===== src/rtl/cdb_arbiter.sv =====
// cdb_arbiter: common-data-bus collector with per-unit result FIFOs and round-robin broadcast.
// Optional CDB_BYPASS_EN lets a result from an empty unit skip its FIFO and broadcast one cycle sooner.
module cdb_arbiter #(
  parameter int NUM_UNITS  = 7,
  parameter int DATA_W     = 32,
  parameter int TAG_W      = 3,
  parameter int FIFO_DEPTH = 2
) (
  input  logic                        CLOCK_50,
  input  logic                        RESET,
  input  logic [NUM_UNITS-1:0]        unit_valid,
  input  logic [NUM_UNITS*DATA_W-1:0] unit_result,
  output logic [NUM_UNITS-1:0]        unit_ready,
  input  logic                        cdb_stall,
  output logic                        cdb_valid,
  output logic [TAG_W-1:0]            cdb_tag,
  output logic [DATA_W-1:0]           cdb_data
);
  localparam int IDX_W = NUM_UNITS > 1 ? $clog2(NUM_UNITS) : 1;
  localparam int PTR_W = FIFO_DEPTH > 1 ? $clog2(FIFO_DEPTH) : 1;
  localparam int CNT_W = $clog2(FIFO_DEPTH + 1);
  logic [DATA_W-1:0]    mem [NUM_UNITS][FIFO_DEPTH];
  logic [PTR_W-1:0]     rd_ptr [NUM_UNITS];
  logic [PTR_W-1:0]     wr_ptr [NUM_UNITS];
  logic [CNT_W-1:0]     count [NUM_UNITS];
  logic [IDX_W-1:0]     rr_ptr, win;
  logic [NUM_UNITS-1:0] nonempty, byp, cand, push, pop;
  logic                 found, grant;
  logic [DATA_W-1:0]    win_data;
  int                   j;

  function automatic logic [PTR_W-1:0] ptr_inc(input logic [PTR_W-1:0] p);
    return p == PTR_W'(FIFO_DEPTH - 1) ? '0 : p + 1'b1;
  endfunction

  // ready looks only at the registered count, so a same-cycle pop never frees a slot
  always_comb begin
    for (int i = 0; i < NUM_UNITS; i++) begin
      nonempty[i]   = count[i] != '0;
      unit_ready[i] = !RESET && count[i] < CNT_W'(FIFO_DEPTH);
    end
  end

`ifdef CDB_BYPASS_EN
  assign byp = ~nonempty & unit_valid & unit_ready;
`else
  assign byp = '0;
`endif
  assign cand = nonempty | byp;

  always_comb begin
    win   = '0;
    found = 1'b0;
    j     = 0;
    for (int k = 0; k < NUM_UNITS; k++) begin
      j = int'(rr_ptr) + k;
      j = j >= NUM_UNITS ? j - NUM_UNITS : j;
      if (!found && cand[IDX_W'(j)]) begin
        found = 1'b1;
        win   = IDX_W'(j);
      end
    end
  end

  assign grant    = found && !cdb_stall;
  assign win_data = nonempty[win] ? mem[win][rd_ptr[win]] : unit_result[win*DATA_W +: DATA_W];

  always_comb begin
    for (int i = 0; i < NUM_UNITS; i++) begin
      pop[i]  = grant && win == IDX_W'(i) && nonempty[i];
      push[i] = unit_valid[i] && unit_ready[i] && !(grant && win == IDX_W'(i) && byp[i]);
    end
  end

  always_ff @(posedge CLOCK_50 or posedge RESET) begin
    if (RESET) begin
      cdb_valid <= 1'b0;
      cdb_tag   <= '0;
      cdb_data  <= '0;
      rr_ptr    <= '0;
      for (int i = 0; i < NUM_UNITS; i++) begin
        rd_ptr[i] <= '0;
        wr_ptr[i] <= '0;
        count[i]  <= '0;
      end
    end else begin
      cdb_valid <= grant;
      cdb_tag   <= grant ? TAG_W'(win) + TAG_W'(1) : '0;
      cdb_data  <= grant ? win_data : '0;
      rr_ptr    <= grant ? (win == IDX_W'(NUM_UNITS - 1) ? '0 : win + 1'b1) : rr_ptr;
      for (int i = 0; i < NUM_UNITS; i++) begin
        wr_ptr[i] <= push[i] ? ptr_inc(wr_ptr[i]) : wr_ptr[i];
        rd_ptr[i] <= pop[i] ? ptr_inc(rd_ptr[i]) : rd_ptr[i];
        count[i]  <= push[i] == pop[i] ? count[i] : push[i] ? count[i] + 1'b1 : count[i] - 1'b1;
      end
    end
  end

  always_ff @(posedge CLOCK_50) begin
    for (int i = 0; i < NUM_UNITS; i++)
      if (push[i]) mem[i][wr_ptr[i]] <= unit_result[i*DATA_W +: DATA_W];
  end
endmodule

===== config.mk =====
export PLATFORM = sky130hd
export DESIGN_NAME = cdb_arbiter
export DESIGN_NICKNAME = d
export VERILOG_FILES = /design/src/rtl/cdb_arbiter.sv
export SDC_FILE = /design/constraint.sdc
export NUM_CORES = 1
export LEC_CHECK = 0
export CORE_UTILIZATION = 55
export DETAILED_ROUTE_END_ITERATION = 12
export PLACE_DENSITY = 0.78
export SYNTH_ARGS = -nofsm -noshare
export SYNTH_HDL_FRONTEND = slang
export SYNTH_SLANG_ARGS = --single-unit

===== constraint.sdc =====
create_clock -name CLOCK_50 -period 6.2 [get_ports CLOCK_50]
set_clock_uncertainty 0.1 [all_clocks]
set_input_delay 0.93 -clock CLOCK_50 [delete_from_list [all_inputs] [get_ports CLOCK_50]]
set_output_delay 0.93 -clock CLOCK_50 [all_outputs]
set_load 0.005 [all_outputs]

# [Yosys cells after proc, flatten, opt, wreduce, memory -nomap -nowiden]
# Memories as Yosys holds them, arrays and structs flattened.
# Index checks and enable logic that the tools add are counted.
[totals] ff_bits=67 ram_bits=448 output_inout_bits=43 word_cells=290 n_memories=1
[mem_list] memory="mem" words=7 width=64 read_ports=1 rd_ports_with_merged_regs=0 write_ports=7 line="22" text="logic [DATA_W-1:0] mem [NUM_UNITS][FIFO_DEPTH];"
[op_classes] add_sub_neg=42 n_lt_le_gt_ge=38 eq_ne=13 n_shift=1 n_mux=103 n_bitwise=9 n_reduce_logical=58
[op_table] cell="64-bit two-way mux" count=7
[op_table] cell="32-bit two-way mux" count=12
[op_table] cell="32-bit demux with 1-bit select" count=7
[op_table] cell="224-bit by 9-bit variable part select with 32-bit output" count=1
[op_table] cell="3-bit two-way mux" count=16
[op_table] cell="1-bit two-way mux" count=45
[op_table] cell="1-bit logical AND" count=42
[op_table] cell="3-bit by 5-bit < comparator with 1-bit output, second input constant" count=7
[op_table] cell="1-bit binary-select mux with 3-bit select" count=9
[op_table] cell="4-bit by 3-bit >= comparator with 1-bit output, second input constant" count=6
[op_table] cell="3-bit subtractor, second input constant" count=7
[op_table] cell="2-bit >= comparator, second input constant" count=8
[op_table] cell="1-bit inverter with 2-bit output" count=8
[op_table] cell="1-bit adder, second input constant" count=14
[op_table] cell="2-bit by 1-bit adder with 2-bit output, second input constant" count=7
[op_table] cell="2-bit by 1-bit < comparator with 1-bit output, second input constant" count=7
[op_table] cell="2-bit < comparator, second input constant" count=7
[op_table] cell="2-bit two-way mux" count=7
[op_table] cell="2-bit nonzero test" count=7
[op_table] cell="2-bit by 1-bit subtractor with 2-bit output, second input constant" count=7
[op_table] cell="3-bit by 3-bit adder with 4-bit output, second input constant" count=3
[op_table] cell="3-bit == test, second input constant" count=3
[op_table] cell="3-bit by 2-bit adder with 4-bit output, second input constant" count=2
[op_table] cell="1-bit zero test" count=8
[op_table] cell="other kinds (10)" count=17

# [Longest topological paths before layout]
# Gate-level depths: netlist of run 1.
[depth] word_depth=34 mapped_depth=23 ltp_nobuf=19

# [Worst setup path before layout of run 1]
# OpenSTA, ideal clock, no wires.
[synth_path] kind="register -> register" from="reg rr_ptr[1]" to="reg cdb_data[10]" arrival_ns=5.003 t_required_ns=5.981 path_slack_ns=0.978 path_stages_with_launch=20 n_path_buf=3 synth_period_minus_slack_ns=5.222 path_cell_list="dfrtp_1 -> clkbuf_1 -> inv_1 -> ha_1 -> inv_1 -> fa_1 -> xor2_1 -> mux2_1 -> o31a_1 -> a21boi_1 -> and4_1 -> buf_2 -> and2_1 -> a211oi_4 -> clkbuf_1 -> mux2_2 -> mux2_2 -> a221oi_1 -> mux2i_1 -> o21a_1"
[synth_via] elab_chain_len=34 elab_cells_between_ends=89 classes_between="add/sub (13); order compare (7); shift (1); mux (52); bitwise (2); reduce/logical (13); memory (1)"
[synth_lines] element="from (decl)" line="26" text="logic [IDX_W-1:0] rr_ptr, win;"
[synth_lines] element="from (signal assigned)" line="90" text="rr_ptr <= grant ? (win == IDX_W'(NUM_UNITS - 1) ? '0 : win + 1'b1) : rr_ptr;"
[synth_lines] element="branches (longest 33 deep; another with 3-bit by 1-bit adder with 4-bit output)"
[synth_lines] element="32-bit two-way mux *" line="89" text="cdb_data <= grant ? win_data : '0;"
[synth_lines] element="to (signal assigned)" line="89"
[synth_lines] element="to (decl)" line="17" text="output logic [DATA_W-1:0] cdb_data"
# Every way passes the cells marked *. The select of a mux whose other input is x is not followed.
# A chain may end at the register's enable or synchronous reset.

# [Worst setup path in the final report of run 1]
[layout_path] from="reg rr_ptr[1]" to="reg cdb_data[25]"
# The elaborated chain is that of the path after synthesis.

==> results of run 1 <==
[cells by family after synthesis]
kind of cell,share of synthesized area (%)
AOI/OAI and AO/OA,12.10
xor gates and xnor gates,1.076
adders and majority gates,0.9576
buffers and inverters,3.300
DFF,62.26
muxes,13.71
and+or+nand+nor,6.600
[metrics by stage]
stage	hold WS [ps]	util (%)	std cells	area (um^2)	worst slack, ps
final	360.3	68.24	2689	29590	413.1
after global routing	393.9	68.23	2688	29590	16.73
after CTS	364.4	68.19	2681	29570	521.9
after detailed placement	353.7	64.25	2584	27860	517.6
after global placement	354.2	64.25	2584	27860	710.9
after floorplan	334.7	-	1806	24300	977.7
[how the worst max path moves through the flow]
| stage | from | to | slack, ps | cells past startpoint |
|---|---|---|---|---|
| 6_report | rr_ptr[1]$_DFFE_PP0P_ | cdb_data[25]$_DFF_PP0_ | 410 | 17 |
| 5_1_grt | rr_ptr[0]$_DFFE_PP0P_ | count[1]$_DFFE_PP0P_ | 20 | 18 |
| 4_1_cts | rr_ptr[0]$_DFFE_PP0P_ | cdb_data[7]$_DFF_PP0_ | 520 | 14 |
| 3_5_place_dp | rr_ptr[0]$_DFFE_PP0P_ | count[1]$_DFFE_PP0P_ | 520 | 17 |
| 3_3_place_gp | rr_ptr[1]$_DFFE_PP0P_ | cdb_data[13]$_DFF_PP0_ | 710 | 17 |
| 2_1_floorplan | rr_ptr[1]$_DFFE_PP0P_ | cdb_data[10]$_DFF_PP0_ | 980 | 19 |
[cells in the mapped netlist (35+ instances only)]
cell type and instances:
a21oi_1 143, a221oi_1 130, and3_1 78, clkbuf_1 94, dfrtp_1 67, edfxtp_1 448
inv_1 75, mux2_2 195, mux2i_1 110, nand2_1 43, nor2_1 112, o21a_1 35
[flip-flops by register name, indices dropped and copies added, names as in the netlist]
register and cells:
mem 448, cdb_data 32, count 14, rd_ptr 7, wr_ptr 7, cdb_tag 3
rr_ptr 3, cdb_valid 1
[layer usage]
layer | vias up | GRT usage (%) | part of all wire (%)
met4 | 2 | 13.44 | 3.8
met1 | 8588 | 40.61 | 39
met3 | 140 | 4.490 | 7.5
li1 | 7513 | - | -
met5 | - | 0 | 0.019
met2 | 873 | 52.44 | 50
[worst max-delay path: stages (launching register included)]
cell	delay (ps)
dfrtp_1	370
inv_1	260
ha_1	250
inv_1	60
fa_1	440
xor2_1	480
mux2i_1	170
mux2_2	300
a21boi_1	240
and4_1	480
and2_1	330
a22oi_1	270
o21ai_4	880
buf_12	310
a21oi_1	100
a221oi_1	290
mux2i_1	140
o21a_1	180
[cell type report]
| class | count | area share, % |
|---|---|---|
| antenna | 8 | 0.06766 |
| tap | 585 | 2.474 |
| inverter | 78 | 0.9980 |
| multi-input combinational | 1089 | 28.84 |
| sequential | 515 | 51.13 |
| timing repair buffer | 317 | 10.72 |
| clock buffer | 68 | 4.808 |
| clock inverter | 29 | 0.9641 |
==> flow_summary_export.csv, run 1 <==
group,metric,value,unit
status,status,"finished, final reports clean",
clocking,cts_hold_buf,0,
final_layout,layout-drive-gt1-share,17.18,%
critical_path,r2r-end,"cdb_data[25]$_DFF_PP0_",
final_layout,ff_latch_area,0.01513,mm^2
clocking,clk_latency,600,ps
yosys,syn_inst,1806,
min_path,min_to,"rd_ptr[3]$_DFFE_PP0P_",
yosys,synth_edf_count,448,
critical_path,r2r_cells,17,
min_path,holdPathStages,1,
floorplanning,start_util,56.05,%
floorplanning,coreArea,0.04336,mm^2
place,place.port_buffers,276,
critical_path,rrSetupSlack,410,ps
yosys,ys_ff_latch,515,
critical_path,path_max_fanout,35,
yosys,async_flop_share,13.01,%
flow_run,cap_violations,0,
yosys,synth_cell_types,77,
min_path,holdCritPathClass,"reg2reg",
floorplanning,die_y,212.2,um
place,place.detailed.hpwl,45.14,mm
floorplanning,rows,76,
global_routing,antenna_found_initial,11,
clocking,post_cts_buffers,0,
global_routing,grt.total_usage,31.24,%
yosys,synthesis.nets,2058,
drt,dr.pass1.iters,6,
final_layout,final_cell_mix,"edfxtp_1, clkdlybuf4s50_1, mux2_2",
sta,relSlewSlack,15.14,%
sta,max_freq,172.8,MHz
min_path,hp-start,"rd_ptr[3]$_DFFE_PP0P_",
global_routing,grt_max_degree,74,
sta,setup_viol,0,
global_routing,grt_pass1_vias,17290,
yosys,ys_warn_count,0,
sta,maxSlewViolCount,0,
sta,tns,0,ps
clocking,numCtsBuffers,53,
yosys,synth-seq-area-share,62.26,%
yosys,synthesis.area,0.02430,mm^2
yosys,yosys_most_used_dff,"edfxtp_1",
sta,finalHoldViolations,0,
floorplanning,die_w,212.2,um
drt,drt_iter0_markers,1791,
critical_path,critPathArrivalTime,6170,ps
critical_path,start_kind,"flip-flop",
clocking,clockBufferDepth,3,
drt,routed_wl,69.92,mm
clocking,clock-sinks,515,
drt,drt.antenna.violating_nets,0,
place,place.gp.congestion,0.9293,
clocking,cts_tree,"yes",
critical_path,cp-end-kind,"flip-flop",
drt,post_drt_wl_per_cell,26.00,um
critical_path,worstSetupPathType,"reg2reg",
floorplanning,die_area,0.04503,mm^2
sta,tightest_slew,1273,ps
final_layout,multi_input_area,0.008533,mm^2
global_routing,grt_remaining_overflow,0,
sta,rsz0062_at_grt,"false",
final_layout,area_delta_synth_final,21.75,%
final_layout,final_nets,2306,
drt,dr_total_vias,17120,
yosys,yosys.area.top_type,"edfxtp_1",
critical_path,crit_required,6580,ps
clocking,ctsRootBufferMaster,"clkbuf_16",
clocking,clk_pin_slew,60,ps
drt,via_per_inst,6.365,
final_layout,final_common_cell,"edfxtp_1",
clocking,cts_resized,0,
drt,drc_errors,0,
yosys,netlist_top_cells_area,"edfxtp_1, mux2_2, dfrtp_1",
global_routing,grt_pass1_wl,103.5,mm
yosys,avgSynthCellArea,13.46,um^2
yosys,netlist.area_leader.share,55.36,%
sta,period_needed,5787,ps
critical_path,r2r_start,"rr_ptr[1]$_DFFE_PP0P_",
final_layout,fillCellCount,3075,
floorplanning,ioPinCount,277,
clocking,htree_levels,2,
sta,finalCritPeriodShare,93.34,%
Power of run 1 is left out: the tool's default activity adds up to more than one toggle a clock period on the data nets, which glitch-free logic cannot reach.
==> inputs of run 2 (changes only) <==
CTS_BUF_LIST = sky130_fd_sc_hd__clkbuf_2   (was unset)
SKIP_LAST_GASP = 1   (was unset)
==> flow_summary_export.csv, run 2 (synthesis gave the netlist of run 1 again) <==
group,metric,value,unit
floorplanning,die_y,212.2,um
floorplanning,coreArea,0.04336,mm^2
drt,highest_layer,"met5",
final_layout,fillCellCount,3231,
global_routing,grt_pass1_wl,104.4,mm
drt,drt_iter0_markers,1845,
flow_run,cap_violations,0,
drt,wl_met1,27.16,mm
place,place.detailed.hpwl,45.14,mm
final_layout,area_delta_synth_final,19.70,%
clocking,cts_resized,0,
final_layout,fin_util,67.09,%
clocking,clk_latency,1270,ps
floorplanning,die_area,0.04503,mm^2
sta,tns,0,ps
sta,max_freq,173.9,MHz
drt,dr.pass1.iters,6,
final_layout,final_cell_mix,"edfxtp_1, clkdlybuf4s50_1, mux2_2, clkbuf_2, a21oi_1",
clocking,htree_levels,4,
drt,wl_met2,35.07,mm
clocking,clock-sinks,515,
clocking,cts_tree,"yes",
sta,rsz0062_at_grt,"false",
drt,drt.antenna.violating_nets,0,
critical_path,crit_required,7230,ps
clocking,post_cts_buffers,0,
sta,tightest_slew,1302,ps
sta,finalHoldViolations,0,
final_layout,final_nets,2385,
sta,finalCritPeriodShare,92.77,%
clocking,ctsRootBufferMaster,"clkbuf_2",
final_layout,largest_reg_flops,448,
global_routing,grt.total_usage,31.78,%
critical_path,path_max_fanout,35,
place,place.port_buffers,276,
critical_path,critPathArrivalTime,6780,ps
floorplanning,rows,76,
sta,relSlewSlack,13.17,%
clocking,clockBufferDepth,3,
min_path,holdCritPathClass,"in2reg",
sta,period_needed,5752,ps
clocking,cts_hold_buf,0,
sta,hold_slack,133.5,ps
drt,via_per_inst,6.190,
drt,routed_wl,70.35,mm
global_routing,antenna_found_initial,12,
clocking,clk_pin_slew,130,ps
critical_path,crit_start,"rr_ptr[1]$_DFFE_PP0P_",
min_path,hp-start,"unit_result[185]",
critical_path,start_kind,"flip-flop",
critical_path,r2r_start,"rr_ptr[1]$_DFFE_PP0P_",
floorplanning,die_w,212.2,um
global_routing,grt_remaining_overflow,0,
clocking,numCtsBuffers,132,
floorplanning,ioPinCount,277,
place,place.gp.congestion,0.9293,
drt,drc_errors,0,
drt,post_drt_wl_per_cell,24.83,um
floorplanning,start_util,56.05,%
status,status,"finished, final reports clean",
global_routing,grt_max_degree,74,
drt,dr_total_vias,17540,
sta,setup_viol,0,
critical_path,cp-end-kind,"flip-flop",
drt,wl_met3,5.649,mm
global_routing,grt_pass1_vias,18040,
final_layout,layout-drive-gt1-share,22.03,%
final_layout,final_common_cell,"edfxtp_1",
critical_path,worstSetupPathType,"reg2reg",
sta,maxSlewViolCount,0,
==> run 2: cell count changes in the layout (fill, tap and decap cells not counted), sizes merged <==
| cell | before | now |
|---|---|---|
| clkinv | 22 | 37 |
| clkbuf | 68 | 195 |
| clkinvlp | 2 | 0 |
| inv | 78 | 83 |
| diode | 8 | 10 |
| bufinv | 5 | 2 |
==> run 2: worst paths after layout <==
path	to	slack, ps	depth (start not counted)
hold / removal	mem[5][57]$_DFFE_PP_	130	1
max in group asynchronous	cdb_data[19]$_DFF_PP0_	4340	3
min in group asynchronous	wr_ptr[3]$_DFFE_PP0P_	530	2
setup / recovery	cdb_data[17]$_DFF_PP0_	450	17
hold reg to reg	rd_ptr[3]$_DFFE_PP0P_	360	1
setup reg to reg	cdb_data[17]$_DFF_PP0_	450	17
==> run 2: area by class of cell <==
class	instances	area [um^2]	area share, %
Clock inverter	44	227.7	0.7828
Sequential cell	515	15130	52.01
Clock buffer	195	975.9	3.355
Timing Repair Buffer	317	3171	10.90
Antenna cell	10	25.02	0.08603
Tap cell	585	732.0	2.516
Inverter	78	295.3	1.015
Multi-Input combinational cell	1089	8533	29.33
==> run 2: critical path, cell delays in order (launching register included) <==
cell and delay (ps):
dfrtp_1 400, inv_1 250, ha_1 250, inv_1 60
fa_1 440, xor2_1 470, mux2i_1 160, mux2_2 300
a21boi_1 240, and4_1 460, and2_1 330, a22oi_1 270
o21ai_4 850, buf_12 310, a21oi_1 70, a221oi_1 290
mux2i_1 130, o21a_1 190
==> run 2: per-stage QoR <==
step | area (um^2) | worst slack (ps) | std cells
2_1_floorplan | 24300 | 977.7 | 1806
3_3_place_gp | 27860 | 710.9 | 2584
3_5_place_dp | 27860 | 517.6 | 2584
4_1_cts | 29060 | 495.3 | 2823
5_1_grt | 29090 | 8.642 | 2832
6_report | 29090 | 448.0 | 2833
==> run 2: routing by layer <==
| layer | vias to the layer above | track usage (%) |
|---|---|---|
| met5 | - | 0 |
| met4 | 4 | 15.22 |
| li1 | 7752 | - |
| met1 | 8670 | 39.87 |
| met2 | 949 | 52.23 |
| met3 | 162 | 7.253 |
Power of run 2 is left out for the same reason.
